$ cat src/rtl/ltc2333_pkg.sv
// ltc2333_pkg: shared FSM states, control-word layout and SoftSpan codes for the LTC2333 initiator.
package ltc2333_pkg;
    localparam logic [1:0] ST_IDLE   = 2'd0;
    localparam logic [1:0] ST_CNV_HI = 2'd1;
    localparam logic [1:0] ST_CONV   = 2'd2;
    localparam logic [1:0] ST_SHIFT  = 2'd3;
    typedef enum logic [1:0] {
        S_IDLE   = ST_IDLE,
        S_CNV_HI = ST_CNV_HI,
        S_CONV   = ST_CONV,
        S_SHIFT  = ST_SHIFT
    } state_e;
    localparam int CW_V_BIT    = 7;
    localparam int CW_CHAN_LSB = 3;
    localparam int CW_SPAN_LSB = 0;
    localparam int BITS_PER_RESULT_SCK = 12;
    typedef enum logic [2:0] {
        SPAN_0_5V     = 3'b000,
        SPAN_0_5V12   = 3'b001,
        SPAN_PM5V     = 3'b010,
        SPAN_PM5V12   = 3'b011,
        SPAN_0_10V    = 3'b100,
        SPAN_0_10V24  = 3'b101,
        SPAN_PM10V    = 3'b110,
        SPAN_PM10V24  = 3'b111
    } span_e;
    function automatic logic [7:0] ctrl_word(input logic [2:0] chan, input span_e span);
        logic [7:0] w;
        w = '0;
        w[CW_V_BIT] = 1'b1;
        w[CW_CHAN_LSB +: 3] = chan;
        w[CW_SPAN_LSB +: 3] = span;
        return w;
    endfunction
endpackage

$ cat src/rtl/ltc2333_sck_gen.sv
// ltc2333_sck_gen: SCKI divider; while i_run is high emits i_edges full periods starting low,
// with strobes that fire on the clk cycle before the corresponding scki edge lands.
module ltc2333_sck_gen
    import ltc2333_pkg::*;
#(
    parameter int SCK_HALF = 2,
    parameter int EW = 7
) (
    input  logic          clk,
    input  logic          reset,
    input  logic          i_run,
    input  logic [EW-1:0] i_edges,
    output logic          o_sck,
    output logic          o_rise,
    output logic          o_fall,
    output logic          o_done
);
    localparam int DW = (SCK_HALF > 1) ? $clog2(SCK_HALF) : 1;
    logic [DW-1:0] r_div;
    logic [EW-1:0] r_cnt;
    logic          r_sck;
    logic          w_tick;
    assign w_tick = i_run && (r_div == DW'(SCK_HALF - 1));
    assign o_rise = w_tick && !r_sck;
    assign o_fall = w_tick && r_sck;
    assign o_done = o_fall && (r_cnt == i_edges);
    assign o_sck  = r_sck;
    always_ff @(posedge clk or posedge reset) begin
        if (reset) begin
            r_div <= '0;
            r_cnt <= '0;
            r_sck <= 1'b0;
        end else if (!i_run) begin
            r_div <= '0;
            r_cnt <= '0;
            r_sck <= 1'b0;
        end else begin
            r_div <= w_tick ? '0 : r_div + 1'b1;
            if (w_tick) r_sck <= ~r_sck;
            if (o_rise) r_cnt <= r_cnt + 1'b1;
        end
    end
endmodule

$ cat src/rtl/ltc2333_ctrl.sv
// ltc2333_ctrl: LTC2333 CNV/SCKI/SDI initiator, single-shot or free-running frames.
// Define LTC2333_BUSY_INPUT_EN to end conversion on the ADC BUSY pin with CONV_WAIT as timeout.
module ltc2333_ctrl
    import ltc2333_pkg::*;
#(
    parameter int CNV_HIGH  = 4,
    parameter int CONV_WAIT = 64,
    parameter int SCK_HALF  = 2,
    parameter int MAX_SEQ   = 8
) (
    input  logic                 clk,
    input  logic                 reset,
    input  logic                 i_enable,
    input  logic                 i_trigger,
    input  logic [31:0]          i_period,
    input  logic [3:0]           i_seq_len,
    input  logic [8*MAX_SEQ-1:0] i_seq_words,
    input  logic                 i_cfg_load,
`ifdef LTC2333_BUSY_INPUT_EN
    input  logic                 i_adc_busy,
    output logic                 o_busy_timeout,
`endif
    output logic                 o_cnv,
    output logic                 o_scki,
    output logic                 o_sdi,
    output logic                 o_busy,
    output logic                 o_cfg_pending,
    output logic                 o_overrun,
    output logic [31:0]          o_frame_cnt
);
    localparam int EW = $clog2(BITS_PER_RESULT_SCK * MAX_SEQ + 1);
    localparam int SW = 8 * MAX_SEQ;
    state_e        r_state;
    logic [31:0]   r_tmr, r_per, r_frame_cnt;
    logic [3:0]    r_len;
    logic [SW-1:0] r_sr, w_ord;
    logic          r_cnv, r_sdi, r_pend, r_load, r_again, r_ovr;
    logic [31:0]   w_pm1;
    logic [3:0]    w_len;
    logic [EW-1:0] w_edges;
    logic          w_exp, w_req, w_busy, w_pend_now, w_tmr_end, w_conv_end;
    logic          w_run, w_rise, w_fall, w_done;
    assign w_pm1      = (i_period == 32'd0) ? 32'd0 : i_period - 32'd1;
    assign w_exp      = i_enable && (r_per >= w_pm1);
    assign w_req      = i_trigger || w_exp;
    assign w_busy     = r_state != S_IDLE;
    assign w_pend_now = r_pend || i_cfg_load;
    assign w_len      = (i_seq_len == 4'd0) ? 4'd1 :
                        (32'(i_seq_len) > MAX_SEQ) ? 4'(MAX_SEQ) : i_seq_len;
    assign w_edges    = EW'(BITS_PER_RESULT_SCK * 32'(r_len));
    assign w_run      = r_state == S_SHIFT;
    assign w_tmr_end  = r_tmr == 32'(CONV_WAIT - 1);
    // Entry 0 goes to the top so one MSB-first shift sends entries in order; unused entries stay zero.
    always_comb begin
        w_ord = '0;
        for (int k = 0; k < MAX_SEQ; k++)
            if (k < 32'(w_len)) w_ord[8*(MAX_SEQ-1-k) +: 8] = i_seq_words[8*k +: 8];
    end
`ifdef LTC2333_BUSY_INPUT_EN
    logic [1:0] r_bsy_s;
    logic       r_tmo;
    logic       w_bsy_exit;
    assign w_bsy_exit     = (r_tmr >= 32'd1) && !r_bsy_s[1];
    assign w_conv_end     = w_bsy_exit || w_tmr_end;
    assign o_busy_timeout = r_tmo;
    always_ff @(posedge clk or posedge reset) begin
        if (reset) begin
            r_bsy_s <= 2'b11;
            r_tmo   <= 1'b0;
        end else begin
            r_bsy_s <= {r_bsy_s[0], i_adc_busy};
            if (r_state == S_CONV && w_tmr_end && !w_bsy_exit) r_tmo <= 1'b1;
        end
    end
`else
    assign w_conv_end = w_tmr_end;
`endif
    ltc2333_sck_gen #(.SCK_HALF(SCK_HALF), .EW(EW)) u_sck (
        .clk     (clk),
        .reset   (reset),
        .i_run   (w_run),
        .i_edges (w_edges),
        .o_sck   (o_scki),
        .o_rise  (w_rise),
        .o_fall  (w_fall),
        .o_done  (w_done)
    );
    always_ff @(posedge clk or posedge reset) begin
        if (reset) begin
            r_state     <= S_IDLE;
            r_tmr       <= '0;
            r_per       <= '0;
            r_len       <= 4'd1;
            r_sr        <= '0;
            r_cnv       <= 1'b0;
            r_sdi       <= 1'b0;
            r_pend      <= 1'b0;
            r_load      <= 1'b0;
            r_again     <= 1'b0;
            r_ovr       <= 1'b0;
            r_frame_cnt <= '0;
        end else begin
            r_per  <= (!i_enable || r_per >= w_pm1) ? 32'd0 : r_per + 32'd1;
            // A load seen after the frame started survives that frame's clear.
            r_pend <= i_cfg_load || (r_pend && !(w_done && r_load && !r_again));
            if (w_req && w_busy) r_ovr <= 1'b1;
            if (i_cfg_load && w_busy) r_again <= 1'b1;
            case (r_state)
                S_IDLE: if (w_req) begin
                    r_state <= S_CNV_HI;
                    r_tmr   <= '0;
                    r_cnv   <= 1'b1;
                    r_len   <= w_len;
                    r_load  <= w_pend_now;
                    r_again <= 1'b0;
                    r_sr    <= w_pend_now ? w_ord : '0;
                end
                S_CNV_HI: begin
                    r_tmr <= r_tmr + 32'd1;
                    if (r_tmr == 32'(CNV_HIGH - 1)) begin
                        r_state <= S_CONV;
                        r_tmr   <= '0;
                        r_cnv   <= 1'b0;
                    end
                end
                S_CONV: begin
                    r_tmr <= r_tmr + 32'd1;
                    if (w_conv_end) begin
                        r_state <= S_SHIFT;
                        r_tmr   <= '0;
                        r_sdi   <= r_sr[SW-1];
                    end
                end
                S_SHIFT: begin
                    if (w_rise) r_sr <= {r_sr[SW-2:0], 1'b0};
                    if (w_done) begin
                        r_state     <= S_IDLE;
                        r_sdi       <= 1'b0;
                        r_frame_cnt <= r_frame_cnt + 32'd1;
                    end else if (w_fall) r_sdi <= r_sr[SW-1];
                end
                default: r_state <= S_IDLE;
            endcase
        end
    end
    assign o_cnv         = r_cnv;
    assign o_sdi         = r_sdi;
    assign o_busy        = w_busy;
    assign o_cfg_pending = r_pend;
    assign o_overrun     = r_ovr;
    assign o_frame_cnt   = r_frame_cnt;
endmodule

$ cat config.mk
export PLATFORM = sky130hd
export DESIGN_NAME = ltc2333_ctrl
export DESIGN_NICKNAME = d
export VERILOG_FILES = /design/src/rtl/ltc2333_pkg.sv /design/src/rtl/ltc2333_sck_gen.sv /design/src/rtl/ltc2333_ctrl.sv
export SDC_FILE = /design/constraint.sdc
export NUM_CORES = 1
export LEC_CHECK = 0
export CORE_MARGIN = 3
export CORE_UTILIZATION = 45
export DETAILED_ROUTE_END_ITERATION = 7
export PLACE_DENSITY = 0.7
export RECOVER_POWER = 100
export SLEW_MARGIN = 10
export SYNTH_ARGS = -nofsm -noshare
export SYNTH_HDL_FRONTEND = slang
export SYNTH_SLANG_ARGS = --single-unit
$ cat constraint.sdc
create_clock -name clk -period 5.74 [get_ports clk]
set_clock_uncertainty 0.05 [all_clocks]
set_input_delay 0.861 -clock clk [delete_from_list [all_inputs] [get_ports clk]]
set_output_delay 0.861 -clock clk [all_outputs]
set_load 0.1 [all_outputs]
Word-level counts from Yosys, hierarchy flattened

Index checks and enable logic that the tools add are counted.

Register bits: 181
Input bits: 105
Output and inout port bits: 38
Word-level logic and storage cells: 120

Add/sub/neg operators: 6
Multiply operators: 1
$lt $le $gt $ge: 10
Equal/unequal tests: 13
Mux-type cells: 41
Bitwise gates (word level): 1
Reductions and logical operators: 33

Operators with widths:

| operator                                                  | number |
|---|---|
| 2-to-1 mux 64 bit                                         | 3 |
| 2-to-1 mux 32 bit                                         | 5 |
| one-hot mux 64 bit (2 select lines)                       | 1 |
| adder 32 x 1 -> 32 bit, second input constant             | 3 |
| one-hot mux 32 bit (3 select lines)                       | 1 |
| 2-to-1 mux 8 bit                                          | 8 |
| equality test 32 x 2 -> 1 bit, second input constant      | 1 |
| equality test 32 x 6 -> 1 bit, second input constant      | 1 |
| >= comparator 32 bit                                      | 1 |
| zero test 32 bit                                          | 1 |
| subtractor 32 x 1 -> 32 bit, second input constant        | 1 |
| less-than comparator 3 x 4 -> 1 bit, first input constant | 4 |
| 2-to-1 mux 7 bit                                          | 2 |
| 2-to-1 mux 1 bit                                          | 12 |
| != test 2 bit, second input constant                      | 6 |
| logical AND 1 bit                                         | 10 |
| AND reduction 3 bit                                       | 3 |
| less-than comparator 1 x 4 -> 1 bit, first input constant | 2 |
| less-than comparator 2 x 4 -> 1 bit, first input constant | 2 |
| 2-to-1 mux 2 bit                                          | 4 |
| 2-to-1 mux 4 bit                                          | 2 |
| one-hot mux 2 bit (4 select lines)                        | 1 |
| nonzero test 2 bit                                        | 4 |
| adder 7 x 1 -> 7 bit, second input constant               | 1 |
| 16 further kinds                                          | 26 |

Logic depth before layout (Yosys ltp)

Depth in word-level cells: 9
Mapped depth: 17
Gate-level depth less buffers: 16

Modules after synthesis

Synthesis repeated with hierarchy kept, for this count alone.

Cells, all modules: 1,057
Area, all modules: 10,446.3 µm²

By module, submodules not included:

| module          | instances | cells an instance | area an instance (µm²) | sequential area each (µm²) |
|---|---|---|---|---|
| ltc2333_ctrl    | 1         | 1,005             | 9,917.0                | 4,305.4 |
| ltc2333_sck_gen | 1         | 52                | 529.3                  | 225.2 |

Least setup slack after synthesis

Ideal clock, no wire load.

Kind: input port to flip-flop
Start point: in i_period[21]
End point: reg r_sr[10]
Setup time: 125 ps
Arrival: 5,056 ps
Data required time: 5,565 ps
Slack: 509 ps
Stages on the path: 16
Buffers on the path: 2
Cell sequence: or3_1 or4_1 or4_1 nor3_1 nand4b_1 clkbuf_1 o21ai_0 ha_1 nand4_1 or3_1 or4_1 a31oi_4 o21ai_2 a21oi_4 buf_6 mux2_2

Longest elaborated chain between the ends: 7
Elaborated cells on any way between the ends: 8
Classes of those cells: add/sub (1); order compare (1); eq/ne (1); mux (1); reduce/logical (4)

RTL lines:

| what                                                            | RTL line            | text |
|---|---|---|
| start, declared                                                 | ltc2333_ctrl.sv:15  | `input logic [31:0] i_period,` |
| subtractor 32 x 1 -> 32 bit or zero test 32 bit (tied branches) | ltc2333_ctrl.sv:43  | `assign w_pm1 = (i_period == 32'd0) ? 32'd0 : i_period - 32'd1;` |
| 2-to-1 mux 32 bit (*)                                           | ltc2333_ctrl.sv:43  |  |
| >= comparator 32 bit (*)                                        | ltc2333_ctrl.sv:44  | `assign w_exp = i_enable && (r_per >= w_pm1);` |
| logical AND 1 bit (*)                                           | ltc2333_ctrl.sv:44  |  |
| logical OR 1 bit (*)                                            | ltc2333_ctrl.sv:45  | `assign w_req = i_trigger \|\| w_exp;` |
| != test 2 bit (no source line) (*)                              | -                   |  |
| AND reduction 3 bit (no source line) (*)                        | -                   |  |
| end signal, assigned                                            | ltc2333_ctrl.sv:116 | `r_sr <= w_pend_now ? w_ord : '0;` |
| end signal, assigned                                            | ltc2333_ctrl.sv:135 | `if (w_rise) r_sr <= {r_sr[SW-2:0], 1'b0};` |
| end, declared                                                   | ltc2333_ctrl.sv:36  | `logic [SW-1:0] r_sr, w_ord;` |

Mark *: on every way between the ends. The rest lies on a longest branch, timed or not.
A chain may end at the register's enable or synchronous reset.

Worst setup path after layout

Start point: in i_period[21]
End point: reg r_sr[34]

The elaborated chain is that of the path after synthesis.

==> results.md <==
* Summed instance area of the synthesized netlist at 10370 sq um
* Most common cell after layout, fill and taps aside: dfrtp_1
* Post-route clock period utilization at 0.9254
* Largest family of logic cells by synthesized area: simple AND/OR/NAND/NOR gates
* Violation count after the first detailed-route iteration at 506
* Overflow left after global routing at 0
* CTS Buf Count at 17
* Adder-cell share of the synthesized area at 0.05740
* Worst reg2reg path startpoint: r_state[0]
* Post-CTS setup repair buffer count at 0
* Fraction of layout cells with a size suffix above 1 at 0.1028
* Port bufs at 142
* Diodes inserted at 0
* Number of maximum-capacitance violations at 3
* Sw Ratio at 0.3544
* Wire length of the first global-routing pass at 39450 microns
* Total Power Consumption at 4.506 mW
* Beginning of the worst hold path: o_frame_cnt[31]
* Dpl cells at 1454
* Final hold vios at 0
* Async S/R FF share, synth at 1.000
* Proportion of synthesized area in mux cells at 0.07646
* Endpoint required time on the critical path at 6.01 ns
* Top FF cell, synth: dfrtp_1
* Worst setup path end: r_sr[34]
* Clock tree from TritonCTS: built
* Clock insertion delay at the later pin of the skew report at 0.44 ns
* Final Critical Period at 5.312 ns
* Total Routing Usage GR at 0.1920
* Flop2flop setup slack at 0.93 ns
* Setup-violating endpoint count in the final report at 0
* Final HPWL DP at 16670 microns
* Share of the synthesized area in compound gates (AO/OA/AOI/OAI) at 0.1345
* Share of the yosys chip area belonging to registers at 0.4367
* Leakage power of the design at 5.767 nW
* Clock transition at path regs at 0.08 ns
* Relative slew slack at -0.9466
* Register-to-Register Path Depth at 7
* Unrepaired setup endpoints after global routing: false
* Cell Count, Final, Fillers Out at 1486
* Number of global-route vias before repair at 7962
* Clock Root Buffer: clkbuf_16
* Worst setup EP type: flop
* Routability cong. at 0.8405
* Worst Max-Slew Pin Slew at 2.920 ns
* Utilization after layout at 0.5753
* Count of warnings emitted by yosys at 0
* Number of distinct library cells after synthesis at 60
* Launching element type of the critical path: primary input
* Arrival time at the worst endpoint at 5.58 ns
* Part of the power in registers at 0.370
* Pin count of the biggest net entering global routing at 98
* Ratio of total power to cell area at 352.4 nW/um^2
* Class of the tightest hold or removal check: flop to flop
* End of the worst register-to-register path: r_sr[31]
* Net count after synthesis at 1195
* Maximum VDD drop at 0.2954 mV
* Post-synthesis share of cell area spent on xor and xnor gates at 0.08526
* Internal power at 2.909 mW
* Number of vias after detailed routing at 8182
* Clk buf depth at 2
* Core outline area at 22230 sq um
* Post-Synth Simple-Gate Area at 0.1796
* Layout net count at 1345
* Combinational share of power at 0.369
* Starting Density at 0.4667
* CP Class: primary input to flop
* Status: finished with violations
* Clock sinks at 181
* Clock power share at 0.261
* Area Growth Syn to Fin at 23.26%
* Width of the die at 157.8 microns
* Die Footprint at 24910 sq um
* Largest fanout of any net on the critical path at 34
* Number of vias per cell after detailed routing at 5.506
* Max Clock Freq at 188.3 MHz
* Post-DR wirelength/cell at 15.87 microns
* # hold bufs at CTS at 0
* Die H at 157.8 microns
* DR DRC count at 0
* Number of instances in the synthesized netlist at 1043
* Initial antenna violation count at 0
* Switching power at 1.597 mW
* H-Tree Level Count at 4
* Accumulated negative setup slack at 0 ns
* Count of state elements after synthesis at 181
* Launching element of the worst setup path: i_period[21]
* Number of enable-type register cells in the synthesized netlist at 0
* Most frequent cells in the layout: dfrtp_1 (180), nor2_1 (104), clkdlybuf4s50_1 (103)
* Number of antenna-violating nets in the routed design at 0
* I/O pin total at 143
* Syn avg cell area at 9.947 sq um
* Post-Route WL at 23590 microns
* Row cnt at 54
* Max Transition Viols Final at 235
* Number of gates given a new drive strength after cts at 0
* Detailed Routing Iterations Pass 1 at 5
* Failing checks: max-capacitance violations, max-slew violations
[cell usage after synthesis, types with 21 or more instances]
cell	count	area, sq um
dfrtp_1	180	4504
nor2_1	104	390.4
nand2_1	99	371.6
a22o_1	62	543.0
mux2_2	59	664.4
xor2_1	51	446.7
xnor2_1	50	437.9
o21ai_0	47	235.2
ha_1	46	575.6
nand3_1	36	180.2
inv_1	31	116.4
clkbuf_1	28	105.1
nor3_1	25	125.1
a21oi_1	21	105.1
and3_1	21	131.4
[worst min-delay path by stage]
stage,to,depth (start not counted)
after floorplan,r_sr[16],1
after global placement,o_frame_cnt[31],1
after detailed placement,o_frame_cnt[31],1
after CTS,o_frame_cnt[31],1
after global routing,o_frame_cnt[31],1
final,o_frame_cnt[31],1
[state kept, by name, summed over array words and instances (netlist names), 2 cells and up]
signal / cells
o_frame_cnt: 32
r_per: 32
r_state: 2
r_sr: 64
u_sck.r_cnt: 7
r_len: 4
r_tmr: 32
[cells by family after synthesis]
group | count (synthesis)
buffers and inverters | 69
xor gates and xnor gates | 101
and+or+nand+nor | 382
DFF | 181
adders and majority gates | 47
muxes | 71
AOI/OAI and AO/OA | 192
[power by group through the flow]
stage | Clock [mW] | Combinational [mW] | Sequential (mW)
final | 1.17 | 1.66 | 1.67
after global placement | 0 | 1.64 | 1.68
after global routing | 1.26 | 1.83 | 1.70
after floorplan | 0 | 1.26 | 1.70
after CTS | 1.20 | 1.69 | 1.67
after detailed placement | 0 | 1.67 | 1.69
[final cells by class]
| cell class | count | area (sq um) |
|---|---|---|
| Sequential cell | 181 | 4531 |
| Tap cell | 280 | 350.3 |
| Clock buffer | 17 | 425.4 |
| Fill cell | 1926 | 9440 |
| Timing Repair Buffer | 169 | 1652 |
| Clock inverter | 15 | 177.7 |
| Multi-Input combinational cell | 793 | 5535 |
| Inverter | 31 | 117.6 |
[per-layer routing]
layer  wire length (microns)  part of all wire  vias to the layer above  global-route usage
li1                        -                 -                     4057                   -
met1                   11810              0.50                     3936              0.2803
met2                   10400              0.44                      164              0.2968
met3                    1082             0.046                       25             0.03445
met4                     301             0.013                        0             0.04876
met5                       0                 0                        -                   0
[critical path, stage by stage]
cell and delay [ns]:
clkdlybuf4s50_1 0.41, or3_1 0.39, or4_1 0.42, or4_1 0.49, nor3_1 0.21, nand4b_1 0.15
buf_4 0.20, clkbuf_1 0.17, nand2_1 0.09, ha_1 0.17, nor3_1 0.06, or3_1 0.29
or4_1 0.46, a31oi_4 0.23, o21ai_2 0.13, a21oi_4 0.23, buf_12 0.24, mux2_2 0.36
[stage by stage]
step / setup slack (ns) / area [sq um] / hold WS [ns]
finish: 0.4283 / 12790 / 0.4169
global route: 0.09101 / 12790 / 0.4372
CTS: 0.4551 / 12840 / 0.4271
detailed placement: -0.008612 / 12240 / 0.4156
global placement: 0.07674 / 12240 / 0.4117
floorplan: 0.5095 / 10380 / 0.4085
Power figures use the tool's default switching activity.
